File: src/rtl/ram_arb_pkg.sv
// Shared definitions for the two-port RAM arbiter: default widths, FSM
// encoding and requester index type.
package ram_arb_pkg;

  localparam int DEF_ADDR_W = 6;
  localparam int DEF_DATA_W = 8;
  localparam int REQ_IDX_W  = 1;

  typedef logic [REQ_IDX_W-1:0] req_idx_t;

  localparam req_idx_t REQ0 = req_idx_t'(0);
  localparam req_idx_t REQ1 = req_idx_t'(1);

  typedef enum logic [1:0] {
    IDLE   = 2'd0,
    ACCESS = 2'd1,
    RD_CAP = 2'd2
  } state_t;

endpackage

File: src/rtl/ram_arb_rr2.sv
// Two-way round-robin pick: on a tie the requester that did not win last
// time is chosen; a lone request always wins.
module ram_arb_rr2
  import ram_arb_pkg::*;
(
  input  logic     req0,
  input  logic     req1,
  input  req_idx_t last,
  output req_idx_t winner,
  output logic     valid
);

  // NOTE: every output of a combinational block gets a value on every path,
  // otherwise synthesis infers a latch to hold the old value.
  always_comb begin
    valid  = req0 | req1;
    winner = REQ0;
    if (req0 && req1) begin
      winner = (last == REQ0) ? REQ1 : REQ0;
    end else if (req1) begin
      winner = REQ1;
    end
  end

endmodule

File: src/rtl/ram_arbiter.sv
// Round-robin arbiter and sequencer in front of a 64x8 single-port RAM:
// one command in flight, registered RAM pins, gnt/done pulses per requester.
module ram_arbiter
  import ram_arb_pkg::*;
#(
  parameter int ADDR_W = DEF_ADDR_W,
  parameter int DATA_W = DEF_DATA_W
) (
  input  logic              clk,
  input  logic              rst,
  input  logic              req0,
  input  logic              req1,
  input  logic              we0,
  input  logic              we1,
  input  logic [ADDR_W-1:0] addr0,
  input  logic [ADDR_W-1:0] addr1,
  input  logic [DATA_W-1:0] wdata0,
  input  logic [DATA_W-1:0] wdata1,
  output logic              gnt0,
  output logic              gnt1,
  output logic              done0,
  output logic              done1,
  output logic [DATA_W-1:0] rdata0,
  output logic [DATA_W-1:0] rdata1,
  output logic [DATA_W-1:0] ram_data,
  output logic [ADDR_W-1:0] ram_addr,
  output logic              ram_we,
  input  logic [DATA_W-1:0] ram_out
);

  state_t   state, state_next;
  req_idx_t last, owner, pick;
  logic     pick_valid;
  logic     accept, finish_wr, finish_rd, finish;

  ram_arb_rr2 u_rr (
    .req0   (req0),
    .req1   (req1),
    .last   (last),
    .winner (pick),
    .valid  (pick_valid)
  );

  // In ACCESS, ram_we still carries the accepted command's direction.
  always_comb begin
    state_next = state;
    accept     = 1'b0;
    finish_wr  = 1'b0;
    finish_rd  = 1'b0;
    unique case (state)
      IDLE: begin
        if (pick_valid) begin
          accept     = 1'b1;
          state_next = ACCESS;
        end
      end
      ACCESS: begin
        if (ram_we) begin
          finish_wr  = 1'b1;
          state_next = IDLE;
        end else begin
          state_next = RD_CAP;
        end
      end
      RD_CAP: begin
        finish_rd  = 1'b1;
        state_next = IDLE;
      end
      default: state_next = IDLE;
    endcase
  end

  assign finish = finish_wr | finish_rd;

  // NOTE: sequential state uses non-blocking assignments so every register
  // samples the pre-edge values, independent of statement order.
  always_ff @(posedge clk) begin
    if (rst) begin
      state    <= IDLE;
      last     <= REQ1;
      owner    <= REQ0;
      gnt0     <= 1'b0;
      gnt1     <= 1'b0;
      done0    <= 1'b0;
      done1    <= 1'b0;
      rdata0   <= '0;
      rdata1   <= '0;
      ram_we   <= 1'b0;
      ram_addr <= '0;
      ram_data <= '0;
    end else begin
      state <= state_next;
      gnt0  <= accept && (pick == REQ0);
      gnt1  <= accept && (pick == REQ1);
      done0 <= finish && (owner == REQ0);
      done1 <= finish && (owner == REQ1);

      if (accept) begin
        owner    <= pick;
        last     <= pick;
        ram_we   <= (pick == REQ1) ? we1    : we0;
        ram_addr <= (pick == REQ1) ? addr1  : addr0;
        ram_data <= (pick == REQ1) ? wdata1 : wdata0;
      end else begin
        ram_we <= 1'b0;
      end

      if (finish_rd) begin
        if (owner == REQ1) rdata1 <= ram_out;
        else               rdata0 <= ram_out;
      end
    end
  end

endmodule

File: config.mk
export PLATFORM = sky130hd
export DESIGN_NAME = ram_arbiter
export DESIGN_NICKNAME = d
export VERILOG_FILES = /design/src/rtl/ram_arb_pkg.sv /design/src/rtl/ram_arb_rr2.sv /design/src/rtl/ram_arbiter.sv
export SDC_FILE = /design/constraint.sdc
export NUM_CORES = 1
export LEC_CHECK = 0
export BUFFER_PORTS_ARGS = -buffer_cell sky130_fd_sc_hd__buf_2
export CORE_AREA = 3 3 58 82
export CTS_CLUSTER_SIZE = 10
export DETAILED_ROUTE_END_ITERATION = 10
export DIE_AREA = 0 0 61 85
export PLACE_DENSITY = 0.71
export SLEW_MARGIN = 20
export SYNTH_ARGS = -nofsm -noshare
export SYNTH_HDL_FRONTEND = slang
export SYNTH_HIERARCHICAL = 1
export SYNTH_SLANG_ARGS = --single-unit
File: constraint.sdc
create_clock -name clk -period 1.4 [get_ports clk]
set_input_delay 0.28 -clock clk [delete_from_list [all_inputs] [get_ports clk]]
set_output_delay 0.28 -clock clk [all_outputs]
set_load 0.02 [all_outputs]
# Word level (Yosys, flattened, before mapping)
# Cells that the tools add are included.
op_classes:
  n_eq_ne: 3
  n_mux: 14
  n_bitwise: 5
  reduce_logical: 9
op_table:
  columns: ["cell", "n"]
  rows:
  - ["$mux W1", 9]
  - ["$mux W8", 1]
  - ["$mux W6", 1]
  - ["$logic_and A1 B1 Y1", 5]
  - ["$mux W2", 2]
  - ["$pmux W2 S2", 1]
  - ["$reduce_and A2 Y1", 2]
  - ["$not A1 Y1", 3]
  - ["$eq A2 B1 Y1 const B", 1]
  - ["$eq A2 B2 Y1 const B", 1]
  - ["$logic_not A2 Y1", 1]
  - ["$ne A2 B2 Y1 const B", 1]
  - ["$or A1 B1 Y1", 2]
  - ["$reduce_or A2 Y1", 1]
totals:
  ff_bits: 39
  in_bits: 42
  output_inout_bits: 35
  elab_cells: 43

# Depth between registers and ports, before layout
# Gate-level depths: netlist of run 1.
logic_depth:
  depth_word: 5
  mapped_depth: 5
  depth_no_buf: 3

# Hierarchy
# The synthesis of run 1 kept the hierarchy.
modules_own_cells:
  columns: ["mod", "n_inst", "cells_per_inst", "area_per_inst_um2", "seq_area_each_um2"]
  rows:
  - ["ram_arbiter", 1, 151, 1601.5, 780.7]
  - ["ram_arb_rr2", 1, 2, 13.8, 0.0]

# Worst setup path before layout of run 1
# OpenSTA, ideal clock, no wires.
synth_path:
  path_kind: "input -> register"
  startpoint: "input rst"
  endpoint: "register last"
  setup_ns: 0.122
  arrival_ns: 1.192
  required_ns: 1.278
  path_slack_ns: 0.086
  stages: 4
  path_buffers: 2
  path_cell_list: "buf_2 > or4b_4 > buf_6 > o32a_1"
synth_lines:
  columns: ["element", "line_no", "rtl"]
  rows:
  - ["start: declaration", "ram_arbiter.sv:10", "input logic rst,"]
  - ["end signal: assignment", "ram_arbiter.sv:100", "last <= pick;"]
  - ["end: declaration", "ram_arbiter.sv:32", "req_idx_t last, owner, pick;"]

# Final worst setup path of run 1
layout_path:
  startpoint: "register state[1]"
  endpoint: "register ram_data[3]"
layout_via:
  elab_chain_cells: 2
layout_rtl:
  columns: ["element", "line_no", "rtl"]
  rows:
  - ["start: declaration", "ram_arbiter.sv:31", "state_t state, state_next;"]
  - ["start signal: assignment", "ram_arbiter.sv:92", "state <= state_next;"]
  - ["$logic_not A2 Y1", "ram_arbiter.sv:50", "unique case (state)"]
  - ["$mux W1", "ram_arbiter.sv:50", null]
  - ["end signal: assignment", "ram_arbiter.sv:103", "ram_data <= (pick == REQ1) ? wdata1 : wdata0;"]
  - ["end: declaration", "ram_arbiter.sv:25", "output logic [DATA_W-1:0] ram_data,"]
# No other way between the ends.
# A chain may end at the register's enable or synchronous reset.

==> flow_summary.ini, run 1 <==
[setup_path]
reg2reg_depth = 3
end_kind = flop
critPathKind = flop to flop
cp_cell_sequence = or4b_4 -> buf_4 -> o32ai_1
timing.rr.start = state[1]
required_ps = 1580
worstPathMaxFanout = 9
start_kind = flop
rr_endpoint = ram_data[3]
worst_ep_arrival_time_ps = 1500
slowest_delay_ps = 560
critPathTopFamily = simple AND/OR/NAND/NOR gates
crit_buf_inv = 1
crit_slowest_cell = or4b_4
rrSetupSlack_ps = 80

[clock_network]
cts_htree_levels = 2
cts_tree = built
insertion_delay_ps = 280
clockBufferDepth = 2
path_clk_slew_ps = 70
cts_buffers = 5
clock_sinks = 39
ctsRootBufferMaster = clkbuf_8

[cells_and_area]
nNetsFinal = 275
area_delta_synth_final_pct = 33.2
drive_gt1_share_pct = 40.1
final_cell_mix = 76 x buf_2, 39 x dfxtp_1, 31 x mux2i_1
final_core_util_pct = 51.6
n_antenna_cell = 0
layout_commonest_cell = buf_2

[routing]
wl_per_cell_um = 12.3
drt_iter0_drc = 45
dr_total_vias = 1319
wirelength_um = 3410
drc = 0
dr.pass1.iters = 3
final_antenna_net_count = 0
via_per_inst = 4.76

[logic_synthesis]
synth_top_cell_by_area = dfxtp_1
ys_warn_count = 6
synth_cell_type_count = 20
synth_top_family_by_area = multiplexers
syn_nets = 195
synth-edff-count = 0
synth-simple-area-share_pct = 14.4
seq_area_frac_synth_pct = 48.3
synth_top_area_share_pct = 48.3
synth-xor-area-share_pct = 0
syn_area_um2 = 1620
synthFlopType = dfxtp_1
synth-compound-area-share_pct = 10.1
yosys-top-cells-area = dfxtp_1 48%, mux2i_1 19%, nand2b_1 9.3%
synth-seq-cells = 39
async_reset_ff_share_pct = 0
synthMuxAreaShare_pct = 19.2
syn_avg_cell_area_um2 = 10.6
syn-instance-count = 153
synth-adder-area-share_pct = 0

[sta]
finalCriticalPeriod_ps = 1320
tightestPinTransition_ps = 622
period_share_pct = 94.5
hold_viol_final = 0
rsz0062_at_grt = no
setup_viol = 0
fin_ws_ps = 77.2
worst_hold_slack_ps = 238
maxSlewHeadroom_pct = 58.5
clock.fmax_mhz = 756
slew_violations = 0
fin_skew_ps = 4.99

[global_route]
grt_start_max_net_pins = 44
grt_pass1_vias = 1318
grt_usage_pct = 14.1
grt_overflow = 0
antenna_found_initial = 0
grt_pass1_wl_um = 5580

[placed_design]
dp_worst_setup_slack_ps = -133
dpl.hpwl_um = 2560
numPortBuffers = 76
finalWeightedCongestion = 0.701

[die]
initial_utilization_pct = 38.7
core_area_um2 = 4170
core.rowCount = 28
die-width_um = 61
ios = 77
die_h_um = 85
die_area_um2 = 5190

[worst_hold_path]
holdCritStartpoint = we0
whs_endpoint = ram_we
hp-class = input pin to flop
min_path_cells = 3

[pwr]
swShare_pct = 26.1
pwr-share-comb_pct = 18.8
switchingPower_mw = 0.606
power_density_nw_per_um2 = 1080
p_int_mw = 1.71
pwr-share-clk_pct = 28.7
ir_worst_vdd_uv = 660
seqPwrFrac_pct = 52.6
p_total_mw = 2.32
power.leakage_nw = 1.04

[outcome]
outcome = complete, no violations

[run]
cap_violations = 0
-- per-layer routing --
layer / share of wire, % / GRT usage, % / vias up
met1: 44 / 16.2 / 568
met5: 0 / 0 / -
met3: 7.4 / 5.33 / 4
li1: - / - / 684
met4: 0.67 / 3.55 / 0
met2: 47 / 23.9 / 63
-- cells by family (layout without fill, tap and decap cells) --
logic type             count (synthesis)  in the layout
flip-flops                            39             39
AND/OR/NAND/NOR                       35             35
buffers and inverters                 29            108
multiplexers                          31             31
AO/OA/AOI/OAI                         19             19
-- synthesized netlist by cell type, types with 2 or more instances --
cell and count:
nor2_1 3, nand2b_1 24, nand3b_1 2, o32ai_1 15
buf_2 6, mux2i_1 31, clkbuf_1 4, dfxtp_1 39
a211oi_1 2, inv_1 17
-- power by group through the flow --
stage	Clock, mW	Combinational, mW	Sequential (mW)
3_5_place_dp	0	0.436	1.24
3_3_place_gp	0	0.432	1.24
6_report	0.665	0.435	1.22
5_1_grt	0.745	0.477	1.23
4_1_cts	0.699	0.440	1.22
2_1_floorplan	0	0.200	1.31
-- worst max-delay path by stage --
stage             start     endpoint  slack, ps  cells after the start
3_3_place_gp       req0  ram_data[1]       -120                      4
4_1_cts        state[1]  ram_addr[1]         70                      3
6_report       state[1]  ram_data[3]         80                      3
2_1_floorplan       rst         last         90                      4
3_5_place_dp       req0  ram_data[3]       -130                      4
5_1_grt        state[1]        owner         20                      3
-- sequential cells by signal (all words and copies together) (netlist names) --
name,count
last,1
rdata0,8
ram_addr,6
rdata1,8
state,2
gnt1,1
done0,1
ram_data,8
gnt0,1
done1,1
owner,1
ram_we,1
-- per-stage QoR --
step           area [µm²]  TNS (ps)  cells
5_1_grt              2150         0    277
2_1_floorplan        1620         0    153
4_1_cts              2150         0    277
6_report             2150         0    277
3_5_place_dp         2070     -1800    271
3_3_place_gp         2070     -1860    271
-- cell type report --
cell class | count | area (µm²)
Fill cell | 386 | 2020
Timing Repair Buffer | 85 | 460
Sequential cell | 39 | 781
Tap cell | 45 | 56.3
Clock buffer | 6 | 72.6
Inverter | 17 | 63.8
Multi-Input combinational cell | 85 | 717
-- worst reg2reg max path, stage by stage (launching register included) --
cell,delay (ps)
dfxtp_1,350
or4b_4,560
buf_4,190
o32ai_1,130
-- repair_timing --
action,in CTS,in global routing
buffers inserted,0,0
hold buffers,0,0
gates resized for setup,1,0
setup endpoints to repair,16,0
(Power assumes the default switching activity.)
==> inputs of run 2 (changes only) <==
--- a/config.mk
+++ b/config.mk
@@ -6,11 +6,12 @@
 export NUM_CORES = 1
 export LEC_CHECK = 0
 export BUFFER_PORTS_ARGS = -buffer_cell sky130_fd_sc_hd__buf_2
-export CORE_AREA = 3 3 58 82
+export CAP_MARGIN = 15
+export CORE_AREA = 3 3 80 60
 export CTS_CLUSTER_SIZE = 10
 export DETAILED_ROUTE_END_ITERATION = 10
-export DIE_AREA = 0 0 61 85
-export PLACE_DENSITY = 0.71
+export DIE_AREA = 0 0 83 63
+export PLACE_DENSITY = 0.72
 export SLEW_MARGIN = 20
 export SYNTH_ARGS = -nofsm -noshare
 export SYNTH_HDL_FRONTEND = slang
==> run 2 against run 1 <==
  * Via count up 1.4%
  * Worst setup slack improved by 21 ps
  * First-iteration DRC count is 8.9% lower
  * Clock skew about the same
  * Final area increased by 2.9%
  * Maximum frequency is 1.6% higher
  * Non-clock buffer count did not move
  * Die area up 0.85%
  * Utilization grew 1.7 points
  * Critical endpoint is now ram_data[4]
  * Largest cell class unchanged
  * Highest routed layer unchanged
==> flow_summary.ini, run 2 (synthesized netlist as in run 1, its figures left out) <==
[pwr]
pwr-share-comb_pct = 16.7
ir_worst_vdd_uv = 609
swShare_pct = 25.0
pwr-share-clk_pct = 36.7
switchingPower_mw = 0.653
power_density_nw_per_um2 = 1180
power.leakage_nw = 1.07
p_total_mw = 2.61
p_int_mw = 1.96
seqPwrFrac_pct = 46.5

[sta]
tightestPinTransition_ps = 624
slew_violations = 0
setup_viol = 0
fin_ws_ps = 98.5
hold_viol_final = 0
period_share_pct = 93.0
rsz0062_at_grt = no
fin_skew_ps = 5.20
finalCriticalPeriod_ps = 1300
clock.fmax_mhz = 768
maxSlewHeadroom_pct = 58.4

[worst_hold_path]
whs_endpoint = ram_we
holdCritStartpoint = we0
hp-class = input pin to flop
min_path_cells = 3

[setup_path]
worstPathMaxFanout = 9
crit_slowest_cell = or4b_4
start_kind = flop
required_ps = 1600
rrSetupSlack_ps = 100
end_kind = flop
slowest_delay_ps = 560
reg2reg_depth = 3
worst_ep_arrival_time_ps = 1500
timing.rr.start = state[1]
rr_endpoint = ram_data[4]
critPathKind = flop to flop
cp_cell_sequence = or4b_4 -> buf_4 -> o32ai_1

[clock_network]
insertion_delay_ps = 290
cts_resized = 1
path_clk_slew_ps = 80
cts_htree_levels = 2
clockBufferDepth = 2
cts.hold.buffers_added = 0
cts_buffers = 5
cts_tree = built
clock_sinks = 39
post-cts-setup-buffers = 0
ctsRootBufferMaster = clkbuf_8

[cells_and_area]
top_regs = ram_data: 8 flops, rdata0: 8 flops, rdata1: 8 flops
fill_cells = 417
final_core_util_pct = 53.3
regArea_um2 = 781
multi_input_area_um2 = 722
drive_gt1_share_pct = 41.5
fin_area_um2 = 2210
layout_commonest_cell = buf_2
nNetsFinal = 275
final_cell_mix = 76 x buf_2, 39 x dfxtp_1, 31 x mux2i_1
area_delta_synth_final_pct = 37.0
n_antenna_cell = 0

[placed_design]
finalWeightedCongestion = 0.726
dpl_cell_area_um2 = 2090
numPortBuffers = 76
dpl.hpwl_um = 2530
dp_worst_setup_slack_ps = -200

[global_route]
grt_pass1_vias = 1376
grt_start_max_net_pins = 44
antenna_found_initial = 0
grt_pass1_wl_um = 5980
grt_usage_pct = 13.9
grt_overflow = 0

[die]
core.rowCount = 20
die-width_um = 83
die_area_um2 = 5230
die_h_um = 63
core_area_um2 = 4150
ios = 77
initial_utilization_pct = 38.9

[routing]
dr.pass1.iters = 4
final_antenna_net_count = 0
dr_total_vias = 1337
wirelength_um = 3440
drt_iter0_drc = 41
via_per_inst = 4.63
drc = 0
wl_per_cell_um = 11.9

[outcome]
outcome = complete, no violations

[run]
cap_violations = 0
run 2: per-layer routing:
metal	vias to the layer above	track usage [%]	wire [µm]
li1	686	-	-
met1	609	16.3	1590
met2	38	22.8	1610
met3	4	5.14	215
met4	0	6.12	29
met5	-	0	0
run 2: power by group through the flow:
stage,Clock (mW),Combinational (mW),Sequential [mW]
6_report,0.959,0.437,1.21
5_1_grt,1.03,0.482,1.22
4_1_cts,0.989,0.445,1.21
3_5_place_dp,0,0.441,1.24
3_3_place_gp,0,0.436,1.24
2_1_floorplan,0,0.200,1.31
run 2: worst max path at each step:
| stage | startpoint | endpoint | slack (ps) |
|---|---|---|---|
| floorplan | rst | last | 90 |
| global placement | req0 | ram_data[0] | -130 |
| detailed placement | req0 | ram_data[4] | -200 |
| CTS | state[1] | ram_data[4] | 70 |
| global route | state[1] | ram_data[6] | 40 |
| finish | state[1] | ram_data[4] | 100 |
run 2: final cells by class:
cell class              count  area share (%)
clock inverters             2            1.58
well taps                  55            3.11
repair buffers             85            20.8
flip-flops and latches     39            35.3
multi-input cells          85            32.6
clock buffers               6            3.73
inverters                  17            2.88
run 2: per-stage QoR:
step / std cells / hold WS (ps) / setup TNS, ps
2_1_floorplan: 153 / 424 / 0
5_1_grt: 289 / 252 / 0
4_1_cts: 289 / 224 / 0
3_3_place_gp: 281 / 459 / -2010
6_report: 289 / 228 / 0
3_5_place_dp: 281 / 459 / -2770
run 2: worst max-delay path: cells and delay by family, from the launching register on:
kind | cells | cell delay (ps)
and+or+nand+nor | 1 | 560
DFF | 1 | 350
buffers and inverters | 1 | 180
AOI/OAI and AO/OA | 1 | 120
